$ cat config.mk
export PLATFORM = sky130hd
export DESIGN_NAME = display_scan_7seg
export DESIGN_NICKNAME = d
export VERILOG_FILES = /design/src/rtl/display_pkg.sv /design/src/rtl/bcd_to_7seg.sv /design/src/rtl/display_scan_7seg.sv
export SDC_FILE = /design/constraint.sdc
export NUM_CORES = 1
export LEC_CHECK = 0
export ABC_AREA = 1
export BUFFER_PORTS_ARGS = -buffer_cell sky130_fd_sc_hd__buf_2
export CAP_MARGIN = 0
export CORE_MARGIN = 3
export CORE_UTILIZATION = 52
export CTS_BUF_LIST = sky130_fd_sc_hd__clkbuf_16
export DETAILED_ROUTE_END_ITERATION = 6
export HOLD_SLACK_MARGIN = 0.08
export PLACE_DENSITY = 0.76
export SYNTH_ARGS = -nofsm -noshare
export SYNTH_HDL_FRONTEND = slang
export SYNTH_SLANG_ARGS = --single-unit
$ cat constraint.sdc
create_clock -name clock -period 2.65 [get_ports clock]
set_input_delay 0.1325 -clock clock [delete_from_list [all_inputs] [get_ports clock]]
set_output_delay 0.1325 -clock clock [all_outputs]
set_load 0.03 [all_outputs]
$ cat src/rtl/display_pkg.sv
// display_pkg: shared segment glyphs, blanking constants and scan index type
package display_pkg;
  localparam logic [6:0] SEG_0    = 7'h40;
  localparam logic [6:0] SEG_1    = 7'h79;
  localparam logic [6:0] SEG_2    = 7'h24;
  localparam logic [6:0] SEG_3    = 7'h30;
  localparam logic [6:0] SEG_4    = 7'h19;
  localparam logic [6:0] SEG_5    = 7'h12;
  localparam logic [6:0] SEG_6    = 7'h02;
  localparam logic [6:0] SEG_7    = 7'h78;
  localparam logic [6:0] SEG_8    = 7'h00;
  localparam logic [6:0] SEG_9    = 7'h10;
  localparam logic [6:0] SEG_DASH = 7'h3F;
  localparam logic [6:0] SEG_OFF  = 7'h7F;
  localparam logic [3:0] DIGIT_OFF = 4'hF;
  typedef enum logic [1:0] {DIG0, DIG1, DIG2, DIG3} scan_idx_t;
endpackage

$ cat src/rtl/bcd_to_7seg.sv
// bcd_to_7seg: BCD nibble to active-low {g,f,e,d,c,b,a}, dash for 10-15
module bcd_to_7seg
  import display_pkg::*;
(
  input  logic [3:0] bcd,
  output logic [6:0] seg
);
  always_comb begin
    case (bcd)
      4'd0:    seg = SEG_0;
      4'd1:    seg = SEG_1;
      4'd2:    seg = SEG_2;
      4'd3:    seg = SEG_3;
      4'd4:    seg = SEG_4;
      4'd5:    seg = SEG_5;
      4'd6:    seg = SEG_6;
      4'd7:    seg = SEG_7;
      4'd8:    seg = SEG_8;
      4'd9:    seg = SEG_9;
      default: seg = SEG_DASH;
    endcase
  end
endmodule

$ cat src/rtl/display_scan_7seg.sv
// display_scan_7seg: 4-digit multiplexed 7-segment scanner with snapshot, zero blanking and blink
module display_scan_7seg
  import display_pkg::*;
#(
  parameter int REFRESH_DIV = 50000,
  parameter int BLINK_DIV   = 250
) (
  input  logic        clock,
  input  logic        reset,
  input  logic        enable,
  input  logic        blank_lz,
  input  logic        blink,
  input  logic [15:0] digits_bcd,
  output logic [6:0]  seg,
  output logic [3:0]  digit_sel,
  output logic        frame_done
);
  localparam int PW = $clog2(REFRESH_DIV);
  localparam int BW = (BLINK_DIV > 1) ? $clog2(BLINK_DIV) : 1;
  logic [PW-1:0] presc;
  logic [BW-1:0] bcnt;
  scan_idx_t     idx, idx_n;
  logic          phase, phase_n, started, tick, wrap_b, lz, dark;
  logic [15:0]   snap, snap_n;
  logic [3:0]    nib;
  logic [6:0]    dec;
  bcd_to_7seg u_dec (.bcd(nib), .seg(dec));
  always_comb begin
    tick    = enable && presc == PW'(REFRESH_DIV - 1);
    wrap_b  = bcnt == BW'(BLINK_DIV - 1);
    idx_n   = tick ? scan_idx_t'(idx + 2'd1) : idx;
    phase_n = blink && ((tick && wrap_b) ? !phase : phase);
    snap_n  = (tick && (idx == DIG3 || !started)) ? digits_bcd : snap;
    nib     = snap_n[{idx_n, 2'b00} +: 4];
    lz      = blank_lz && idx_n != DIG0 && (snap_n >> {idx_n, 2'b00}) == 16'd0;
    dark    = !enable || !(started || tick);
  end
  always_ff @(posedge clock) begin
    if (reset) begin
      presc      <= '0;
      bcnt       <= '0;
      idx        <= DIG0;
      phase      <= 1'b0;
      started    <= 1'b0;
      snap       <= '0;
      seg        <= SEG_OFF;
      digit_sel  <= DIGIT_OFF;
      frame_done <= 1'b0;
    end else begin
      presc      <= !enable ? presc : tick ? '0 : presc + 1'b1;
      bcnt       <= !blink ? '0 : !tick ? bcnt : wrap_b ? '0 : bcnt + 1'b1;
      idx        <= idx_n;
      phase      <= phase_n;
      started    <= started || tick;
      snap       <= snap_n;
      seg        <= (dark || lz) ? SEG_OFF : dec;
      digit_sel  <= (dark || lz || (blink && phase_n)) ? DIGIT_OFF : ~(4'b0001 << idx_n);
      frame_done <= tick && idx_n == DIG0;
    end
  end
endmodule

==> results of run 1 <==
==> path summary, 6_finish.rpt <==
path | to | depth (start not counted)
max reg2reg | seg[1]$_SDFF_PP1_ | 21
min reg2reg | snap[7]$_SDFF_PP0_ | 2
max | seg[1]$_SDFF_PP1_ | 21
min | snap[7]$_SDFF_PP0_ | 3
==> area by class of cell <==
type / instances / area [um2]
Sequential cell: 56 / 1130
Inverter: 48 / 183
Tap cell: 70 / 87.6
Fill cell: 443 / 1710
Multi-Input combinational cell: 292 / 1600
Clock buffer: 5 / 125
Clock inverter: 2 / 7.51
Timing Repair Buffer: 61 / 398
==> what timing repair did <==
item | CTS | global route
gates resized for setup | 4 | 36
endpoints found under the setup margin | 11 | 11
buffers inserted | 2 | 8
gates cloned | 0 | 1
hold endpoints to repair | 0 | 0
pin swaps | 4 | 19
==> cell families after synthesis <==
group                    synth area share
AO/OA/AOI/OAI                      0.0997
AND/OR/NAND/NOR                     0.385
XOR/XNOR                          0.00303
flip-flops                          0.388
buffers and inverters              0.0897
adder cells (fa/ha/maj)            0.0347
==> layout by cell type, fill, tap and decap left out, types with 7 or more instances in the layout <==
| master | n |
|---|---|
| buf_2 | 33 |
| nand2_1 | 93 |
| a21oi_1 | 28 |
| nand3_1 | 23 |
| buf_4 | 22 |
| dfxtp_1 | 52 |
| nor3_1 | 15 |
| nand4_1 | 22 |
| nand2_2 | 15 |
| inv_1 | 36 |
| o21ai_0 | 7 |
| nor2_1 | 45 |
| inv_2 | 11 |
==> per-stage QoR <==
step	std cells	setup TNS, ps
3_3_place_gp	516	0
4_1_cts	525	-2.93
3_5_place_dp	516	-210
5_1_grt	534	-230
6_report	534	0
2_1_floorplan	408	0
==> flip-flops by register name, summed over array words and instances, names as in the netlist <==
| register | cells |
|---|---|
| bcnt | 8 |
| digit_sel | 4 |
| frame_done | 1 |
| idx | 2 |
| phase | 1 |
| presc | 16 |
| seg | 7 |
| snap | 16 |
| started | 1 |
==> routing by layer <==
layer / wire, um / track usage / up-vias
met5: 0 / 0 / -
met4: 32 / 0.0541 / 0
met3: 338 / 0.0493 / 2
met1: 3010 / 0.262 / 1243
li1: - / - / 1439
met2: 3200 / 0.336 / 55
==> power by group <==
part	internal (uW)	switching, uW
combinational	21.5	27.8
sequential	844	3.29
clock	339	270
total	1200	301
==> worst max-delay path: stages (launching register included) <==
cell and delay, ps:
dfxtp_4 370, ha_4 150, nand2_4 60, inv_2 70
nand2_4 60, nor2_8 190, nand2_4 80, buf_6 130
o21ai_4 220, buf_6 140, nand2_2 50, nand2_2 70
inv_2 50, ha_4 160, nand2_2 50, inv_2 40
nand2_2 50, nor2_1 40, nand2_1 90, nor2_4 60
a21boi_4 210, nand2_1 80
==> results.txt, run 1 <==
Syn Std Cell Area: 0.00289 mm2
Routed vias: 2739
Worst Clk Skew: 5.74 ps
Worst hold path class: input pin to flip-flop
Die Height: 80.5 um
Drt drc: 0
Syn Nets: 437
Pre-antenna DRT Iters: 4
# rows: 26
Mapped Avg Cell Area: 7.08 um2
Initial cell density of the core: 0.551
Core area: 0.00524 mm2
Hold Fails Final Rpt: 0
Final setup vio count: 0
Setup ws final: 120 ps
Initial antenna violation count: 0
Reg2reg setup slack: 120 ps
Least-Margin Pin Slew: 477 ps
Fmax: 395 MHz
Top cell type's share of synthesized area: 0.388
Synthesized flop and latch total: 56
Die span in x: 80.5 um
CP startpoint: presc[1]$_SDFFE_PP0P_
Critical Path AT: 2690 ps
Number of synthesis warnings: 0
DRT Wirelength: 6580 um
Leak Pwr: 0.00163 uW
Synth Instances: 408
Synth cell count leaders: nand2_1, dfxtp_1, nor2_1, inv_1, a21oi_1
Yosys cell types: 37
Dpl cell area: 0.00319 mm2
Post-DRT Antenna Nets: 0
DP Worst Slack: -34.4 ps
Critical path class: flip-flop to flip-flop
Main area contributors after synthesis: dfxtp_1, nand2_1, nor2_1, inv_1, a21oi_1
Num CTS Buffers: 5
GRT Total Usage: 0.203
Vias in the first global route: 2454
Post-synth EDFFs: 0
Pwr per Cell Area: 427 mW/mm2
Number of nets in the layout: 493
RR Startpoint: presc[1]$_SDFFE_PP0P_
Ports: 33
CTS sink count: 56
Pin count of the biggest net entering global routing: 26
Clock buffer depth: 2
Main flop type after synthesis: dfxtp_1
Placer's final routability congestion estimate: 0.904
H-tree Lvls: 2
RSZ-0062 raised after global routing: yes
Overflow after GRT: 0
Crit path required time: 2810 ps
Clk slew on worst S/H paths: 70 ps
DR WL/cell: 12.3 um
Post-route cell area: 0.00353 mm2
Layout area overhead: 22.1%
Register area share after synthesis: 0.388
Hold_sp: digits_bcd[7]
CTS tree: built
Final core occ: 0.673
Iter 0 DRT Violations: 67
Cell taking the most area after synthesis: dfxtp_1
Tmin final: 2530 ps
Diode count: 0
Async set-reset flop share out of synthesis: 0
CTS Hold Buffers Added: 0
Clk root buf: clkbuf_16
First-pass GRT wire length: 10500 um
CP Max Fanout: 7
Crit path capture type: flip-flop
Cell with the most instances after synthesis: nand2_1
Tot Pwr: 1510 uW
Crit share post-route: 0.955
DP Wirelength: 4710 um
Slew Viols, Final: 0
# port buffers: 32
Status: finished, final reports clean
Fraction of layout cells with a size suffix above 1: 0.254
Peak supply drop: 294 uV
Maxcap violations: 0
Startpoint types: flip-flop
WHS: 148 ps
Worst rel slew slack: 0.678
Vias/cell: 5.13
Die Area: 0.00648 mm2
Clock latency on the worst-skew pair: 280 ps
Power figures use the tool's default switching activity.
==> run 2, diff against run 1 <==
- ABC_AREA: 1 -> default
- CORE_UTILIZATION: 52 -> 53
- GPL_TIMING_DRIVEN: default -> 0
- PLACE_DENSITY: 0.76 -> 0.77
==> run 2 against run 1 <==
Effect of this change: the run now ends with setup timing left; count of clock-buffer cells in the layout did not move; cell count down 7.1%; first-iteration DRC count rose to 3.6 times the previous value; largest power group unchanged; maximum frequency fell by 11%; sequential cell count stayed put; via count is 3.9% higher; critical path type unchanged; wire length grew 23%; combinational power up 13%; utilization grew 4.8 points.
==> results.txt, run 2 <==
Crit path required time: 2890 ps (was 2810 ps)
Cell taking the most area after synthesis: dfxtp_1 (unchanged)
Post-synth EDFFs: 0 (unchanged)
Initial antenna violation count: 0 (unchanged)
Clock buffer depth: 2 (unchanged)
H-tree Lvls: 2 (unchanged)
DRT Wirelength: 8070 um (was 6580 um)
Final core occ: 0.722 (was 0.673)
Number of synthesis warnings: 0 (unchanged)
# port buffers: 30 (was 32)
Clock latency on the worst-skew pair: 290 ps (was 280 ps)
Most common cell after layout, fill and taps aside: dfxtp_1 (was nand2_1)
CTS Hold Buffers Added: 0 (unchanged)
Main flop type after synthesis: dfxtp_1 (unchanged)
Top cell type's share of synthesized area: 0.368 (was 0.388)
Filler cell count in the final layout: 399 (was 443)
Least-Margin Pin Slew: 486 ps (was 477 ps)
Register area share after synthesis: 0.368 (was 0.388)
Overflow after GRT: 0 (unchanged)
Layout area overhead: 26.3% (was 22.1%)
Synth cell count leaders: dfxtp_1, nand2_1, nor2_1, a21oi_1, nand3_1 (was nand2_1, dfxtp_1, nor2_1, inv_1, a21oi_1)
Clk slew on worst S/H paths: 70 ps (about the same)
RSZ-0062 raised after global routing: yes (unchanged)
Setup ws final: -192 ps (was 120 ps)
Post-DRT Antenna Nets: 0 (unchanged)
Most frequent cells in the layout: dfxtp_1, nand2_1, nor2_1 (was nand2_1, dfxtp_1, nor2_1)
Hold Fails Final Rpt: 0 (unchanged)
Top Family by Delay on Critical Path: simple AND/OR/NAND/NOR gates (unchanged)
Synthesized flop and latch total: 56 (unchanged)
Worst rel slew slack: 0.672 (was 0.678)
Leak Pwr: 0.00143 uW (was 0.00163 uW)
Mapped Avg Cell Area: 8.45 um2 (was 7.08 um2)
Yosys cell types: 54 (was 37)
Worst hold path class: input pin to flip-flop (unchanged)
Crit-path max cell delay: 350 ps (was 370 ps)
Pin count of the biggest net entering global routing: 17 (was 26)
Crit share post-route: 1.07 (was 0.955)
Startpoint types: flip-flop (unchanged)
Tmin final: 2840 ps (was 2530 ps)
Failing checks: setup timing
Critical Path Most Common Cell: nand4_1 (was nand2_2)
Clk root buf: clkbuf_16 (unchanged)
Die Area: 0.00670 mm2 (was 0.00648 mm2)
Pwr per Cell Area: 401 mW/mm2 (was 427 mW/mm2)
CP Max Fanout: 10 (was 7)
Register area: 0.00114 mm2 (was 0.00113 mm2)
Critical Path AT: 3080 ps (was 2690 ps)
Initial cell density of the core: 0.572 (was 0.551)
Syn Std Cell Area: 0.00305 mm2 (was 0.00289 mm2)
Num CTS Buffers: 5 (unchanged)
Critical path class: flip-flop to flip-flop (unchanged)
GRT Total Usage: 0.236 (was 0.203)
Status: finished with violations (was finished, final reports clean)
Placer's final routability congestion estimate: 1.01 (was 0.904)
Worst Clk Skew: 3.12 ps (was 5.74 ps)
Slew Viols, Final: 0 (unchanged)
Drt drc: 0 (unchanged)
Fmax: 352 MHz (was 395 MHz)
DP Wirelength: 5190 um (was 4710 um)
Routed vias: 2846 (was 2739)
CTS sink count: 56 (unchanged)
DR WL/cell: 16.3 um (was 12.3 um)
Sum Neg Setup Slack: -1840 ps (was 0 ps)
Main area contributors after synthesis: dfxtp_1, nand2_1, nor2_1, a21oi_1, xor2_1 (was dfxtp_1, nand2_1, nor2_1, inv_1, a21oi_1)
Number of nets in the layout: 454 (was 493)
Maxcap violations: 0 (unchanged)
# rows: 26 (unchanged)
Ports: 33 (unchanged)
First-pass GRT wire length: 12200 um (was 10500 um)
Crit path capture type: flip-flop (unchanged)
Synth Instances: 361 (was 408)
Area occupied by multi-input gates: 0.00196 mm2 (was 0.00160 mm2)
Peak supply drop: 348 uV (was 294 uV)
Cell with the most instances after synthesis: dfxtp_1 (was nand2_1)
Syn Nets: 390 (was 437)
Iter 0 DRT Violations: 244 (was 67)
CP Depth: 14 (was 21)
Die Height: 81.9 um (was 80.5 um)
Die span in x: 81.9 um (was 80.5 um)
WHS Path Cells: 3 (unchanged)
Vias in the first global route: 2563 (was 2454)
Top Registers: presc (16), snap (16), bcnt (8) (unchanged)
Final setup vio count: 11 (was 0)
Critical path buffers and inverters: 2 (was 5)
Critical path's slowest cell: dfxtp_2 (was dfxtp_4)
Async set-reset flop share out of synthesis: 0 (unchanged)
Crit-path cells: ha_2, nand2b_4, clkbuf_8, or3_1, mux2i_2, a211oi_4, mux2i_4, ha_4, nand2_2, a31oi_1, nand4_1, o211a_4, buf_6, nand4_1 (was ha_4, nand2_4, inv_2, nand2_4, nor2_8, nand2_4, buf_6, o21ai_4, buf_6, nand2_2, nand2_2, inv_2, ha_4, nand2_2, inv_2, nand2_2, nor2_1, nand2_1, nor2_4, a21boi_4, nand2_1)
Fraction of layout cells with a size suffix above 1: 0.300 (was 0.254)
Core area: 0.00534 mm2 (was 0.00524 mm2)
Pre-antenna DRT Iters: 4 (unchanged)
Diode count: 0 (unchanged)
FF-to-FF path depth: 14 (was 21)
Vias/cell: 5.74 (was 5.13)
CTS tree: built (unchanged)
## run 2: worst paths after layout
path	from	end	slack [ps]
worst max-delay path	idx[1]$_SDFF_PP0_	digit_sel[2]$_SDFF_PP1_	-190
worst min-delay path	digits_bcd[3]	snap[3]$_SDFF_PP0_	90
worst max register to register	idx[1]$_SDFF_PP0_	digit_sel[2]$_SDFF_PP1_	-190
worst min register to register	snap[2]$_SDFF_PP0_	snap[2]$_SDFF_PP0_	470
## run 2: timing repair
action	4_1_cts	5_1_grt
endpoints found under the setup margin	11	11
cloned	1	0
resized for setup	31	24
pin swaps	5	13
buffers inserted	12	15
## run 2: cells by family (layout without fill, tap and decap cells)
kind of cell | count (synthesis) | after routing | synth area share
multiplexers | 21 | 21 | 0.0874
adder cells (fa/ha/maj) | 8 | 8 | 0.0328
AO/OA/AOI/OAI | 57 | 57 | 0.116
buffers and inverters | 26 | 91 | 0.0418
flip-flops | 56 | 56 | 0.368
XOR/XNOR | 22 | 22 | 0.0632
AND/OR/NAND/NOR | 171 | 171 | 0.291
## run 2: metrics by stage
| stage | hold WS, ps | setup WS [ps] | total power [uW] | cells | cell area (um2) |
|---|---|---|---|---|---|
| 2_1_floorplan | 273 | -24.2 | 891 | 361 | 3090 |
| 3_3_place_gp | 392 | -455 | 917 | 461 | 3330 |
| 3_5_place_dp | 396 | -516 | 918 | 461 | 3330 |
| 4_1_cts | 86.1 | -151 | 1550 | 482 | 3680 |
| 5_1_grt | 94.7 | -334 | 1590 | 496 | 3850 |
| 6_report | 88.9 | -192 | 1550 | 496 | 3850 |
## run 2: power by group
group | total [uW] | internal (uW) | switching [uW]
sequential | 845 | 842 | 2.70
combinational | 55.5 | 23.4 | 32.1
clock | 645 | 345 | 300
total | 1550 | 1210 | 335
## run 2: worst reg2reg max path: stages, from the launching register on
cell and delay (ps):
dfxtp_2 350, ha_2 220, nand2b_4 170, clkbuf_8 170, or3_1 320, mux2i_2 250
a211oi_4 90, mux2i_4 200, ha_4 170, nand2_2 50, a31oi_1 130, nand4_1 160
o211a_4 330, buf_6 130, nand4_1 70
## run 2: area by class of cell
| type | count | share of cell area |
|---|---|---|
| Sequential cell | 56 | 0.295 |
| Clock inverter | 3 | 0.00357 |
| Clock buffer | 5 | 0.0325 |
| Multi-Input combinational cell | 279 | 0.508 |
| Inverter | 7 | 0.00682 |
| Timing Repair Buffer | 58 | 0.0945 |
| Buffer | 18 | 0.0364 |
| Tap cell | 70 | 0.0227 |
## run 2: per-layer routing
layer,track usage,share of wire,up-vias
li1,-,-,1398
met1,0.311,0.43,1337
met2,0.389,0.49,92
met3,0.0384,0.060,19
met4,0.0831,0.024,0
met5,0,0,-
==> run 3, diff against run 2 <==
- ABC_AREA: default -> 1
- CORE_UTILIZATION: 53 -> 52
- PLACE_DENSITY: 0.77 -> 0.76
==> run 3 against run 2 <==
Effect of this change: the run now ends clean; wire length down 17%; non-clock buffer count is 10 lower; sequential cell count stayed put; die area decreased by 3.3%; largest cell class unchanged; highest routed layer unchanged; clock power up 29%.
==> results.txt, run 3 (same netlist as run 1, synthesis figures left out) <==
Iter 0 DRT Violations: 127 (was 244)
Fraction of layout cells with a size suffix above 1: 0.267 (was 0.300)
DR WL/cell: 12.5 um (was 16.3 um)
Overflow after GRT: 0 (unchanged)
Leak Pwr: 0.00167 uW (was 0.00143 uW)
CTS tree: built (unchanged)
Die span in x: 80.5 um (was 81.9 um)
First-pass GRT wire length: 10600 um (was 12200 um)
RSZ-0062 raised after global routing: yes (unchanged)
DP Worst Slack: -368 ps (was -516 ps)
Top Registers: presc (16), snap (16), bcnt (8) (unchanged)
Startpoint types: flip-flop (unchanged)
Final setup vio count: 0 (was 11)
Vias/cell: 5.24 (was 5.74)
Pre-antenna DRT Iters: 5 (was 4)
CP Max Fanout: 7 (was 10)
Worst Clk Skew: 3.69 ps (was 3.12 ps)
DP Wirelength: 4500 um (was 5190 um)
Reg2reg setup slack: 60 ps (was -190 ps)
Setup ws final: 55.3 ps (was -192 ps)
RR Startpoint: presc[1]$_SDFFE_PP0P_ (was idx[1]$_SDFF_PP0_)
Layout area overhead: 26.4% (was 26.3%)
Area occupied by multi-input gates: 0.00164 mm2 (was 0.00196 mm2)
Routed vias: 2825 (was 2846)
Slew Viols, Final: 0 (unchanged)
H-tree Lvls: 2 (unchanged)
Register area: 0.00113 mm2 (was 0.00114 mm2)
Tmin final: 2590 ps (was 2840 ps)
Hold Fails Final Rpt: 0 (unchanged)
# rows: 26 (unchanged)
DRT Wirelength: 6720 um (was 8070 um)
Crit share post-route: 0.979 (was 1.07)
WHS Path Cells: 3 (unchanged)
Initial antenna violation count: 0 (unchanged)
Clk root buf: clkbuf_16 (unchanged)
Hold_sp: digits_bcd[8] (was digits_bcd[3])
Most common cell after layout, fill and taps aside: nand2_1 (was dfxtp_1)
Crit path required time: 2830 ps (was 2890 ps)
Number of nets in the layout: 498 (was 454)
Die Height: 80.5 um (was 81.9 um)
Peak supply drop: 266 uV (was 348 uV)
Most frequent cells in the layout: nand2_1, dfxtp_1, nor2_1 (was dfxtp_1, nand2_1, nor2_1)
Crit path capture type: flip-flop (unchanged)
Filler cell count in the final layout: 422 (was 399)
CTS Hold Buffers Added: 0 (unchanged)
Fmax: 385 MHz (was 352 MHz)
Clk slew on worst S/H paths: 70 ps (about the same)
Num CTS Buffers: 5 (unchanged)
FF-to-FF End: seg[0]$_SDFF_PP1_ (was digit_sel[2]$_SDFF_PP1_)
CTS sink count: 56 (unchanged)
# port buffers: 31 (was 30)
Worst rel slew slack: 0.656 (was 0.672)
FF-to-FF path depth: 21 (was 14)
Clock buffer depth: 2 (unchanged)
Post-DRT Antenna Nets: 0 (unchanged)
Drt drc: 0 (unchanged)
Pwr per Cell Area: 472 mW/mm2 (was 401 mW/mm2)
Least-Margin Pin Slew: 511 ps (was 486 ps)
Worst hold path class: input pin to flip-flop (unchanged)
Placer's final routability congestion estimate: 0.836 (was 1.01)
GRT Total Usage: 0.206 (was 0.236)
Vias in the first global route: 2438 (was 2563)
Clock latency on the worst-skew pair: 290 ps (about the same)
Final core occ: 0.697 (was 0.722)
Diode count: 0 (unchanged)
Critical Path AT: 2780 ps (was 3080 ps)
Status: finished, final reports clean (was finished with violations)
Core area: 0.00524 mm2 (was 0.00534 mm2)
End of the worst hold path: snap[8]$_SDFF_PP0_ (was snap[3]$_SDFF_PP0_)
Die Area: 0.00648 mm2 (was 0.00670 mm2)
Initial cell density of the core: 0.551 (was 0.572)
Pin count of the biggest net entering global routing: 17 (unchanged)
Critical path class: flip-flop to flip-flop (unchanged)
WHS: 126 ps (was 88.9 ps)
Maxcap violations: 0 (unchanged)
Ports: 33 (unchanged)
-- run 3: layer usage --
layer  part of all wire  GRT usage
met1               0.46      0.270
met3              0.043     0.0370
met5                  0          0
met2               0.48      0.345
met4              0.014     0.0591
-- run 3: repair_timing --
item                                    4_1_cts  5_1_grt
endpoints found under the setup margin       11       11
pin swaps                                     8       23
gates resized for setup                      15       35
buffers inserted                             10       15
gates cloned                                  0        1
-- run 3: area by class of cell --
type | instances | share of cell area
well taps | 70 | 0.0240
flip-flops and latches | 56 | 0.309
clock inverters | 2 | 0.0164
clock buffers | 5 | 0.0343
repair buffers | 57 | 0.0960
plain buffers | 9 | 0.0216
inverters | 48 | 0.0507
multi-input cells | 292 | 0.448
-- run 3: worst max-delay path by stage --
stage | start | end | slack, ps | cells past startpoint
floorplan | presc[0]$_SDFFE_PP0P_ | seg[0]$_SDFF_PP1_ | 60 | 21
global placement | presc[0]$_SDFFE_PP0P_ | seg[6]$_SDFF_PP1_ | -310 | 24
detailed placement | presc[0]$_SDFFE_PP0P_ | seg[0]$_SDFF_PP1_ | -370 | 24
CTS | presc[1]$_SDFFE_PP0P_ | seg[0]$_SDFF_PP1_ | 10 | 24
global route | presc[1]$_SDFFE_PP0P_ | seg[2]$_SDFF_PP1_ | -140 | 21
finish | presc[1]$_SDFFE_PP0P_ | seg[0]$_SDFF_PP1_ | 60 | 21
-- run 3: where the power goes --
part / internal, uW / switching [uW]
clock: 536 / 293
sequential: 844 / 3.28
combinational: 19.4 / 27.3
total: 1400 / 323
-- run 3: stage by stage --
stage	TNS (ps)	total power, uW	area, um2	instances
3_3_place_gp	-3160	906	3130	509
5_1_grt	-1300	1770	3650	539
6_report	0	1720	3650	539
3_5_place_dp	-3810	907	3130	509
2_1_floorplan	0	885	2890	408
4_1_cts	0	1730	3430	525
-- run 3: critical path, stage by stage, from the launching register on --
cell and delay (ps):
dfxtp_4 370, ha_4 150, nand2_4 60, inv_2 70, nand2_4 60, nor2_8 210, nand2_4 90, buf_8 150
o21ai_4 180, buf_6 130, nand2_1 60, nand2_2 70, inv_2 60, ha_4 160, nand2_2 50, inv_2 40
nand2_2 50, nor2_1 40, nand2_1 110, nor2_4 70, a21boi_4 230, nand2_1 80
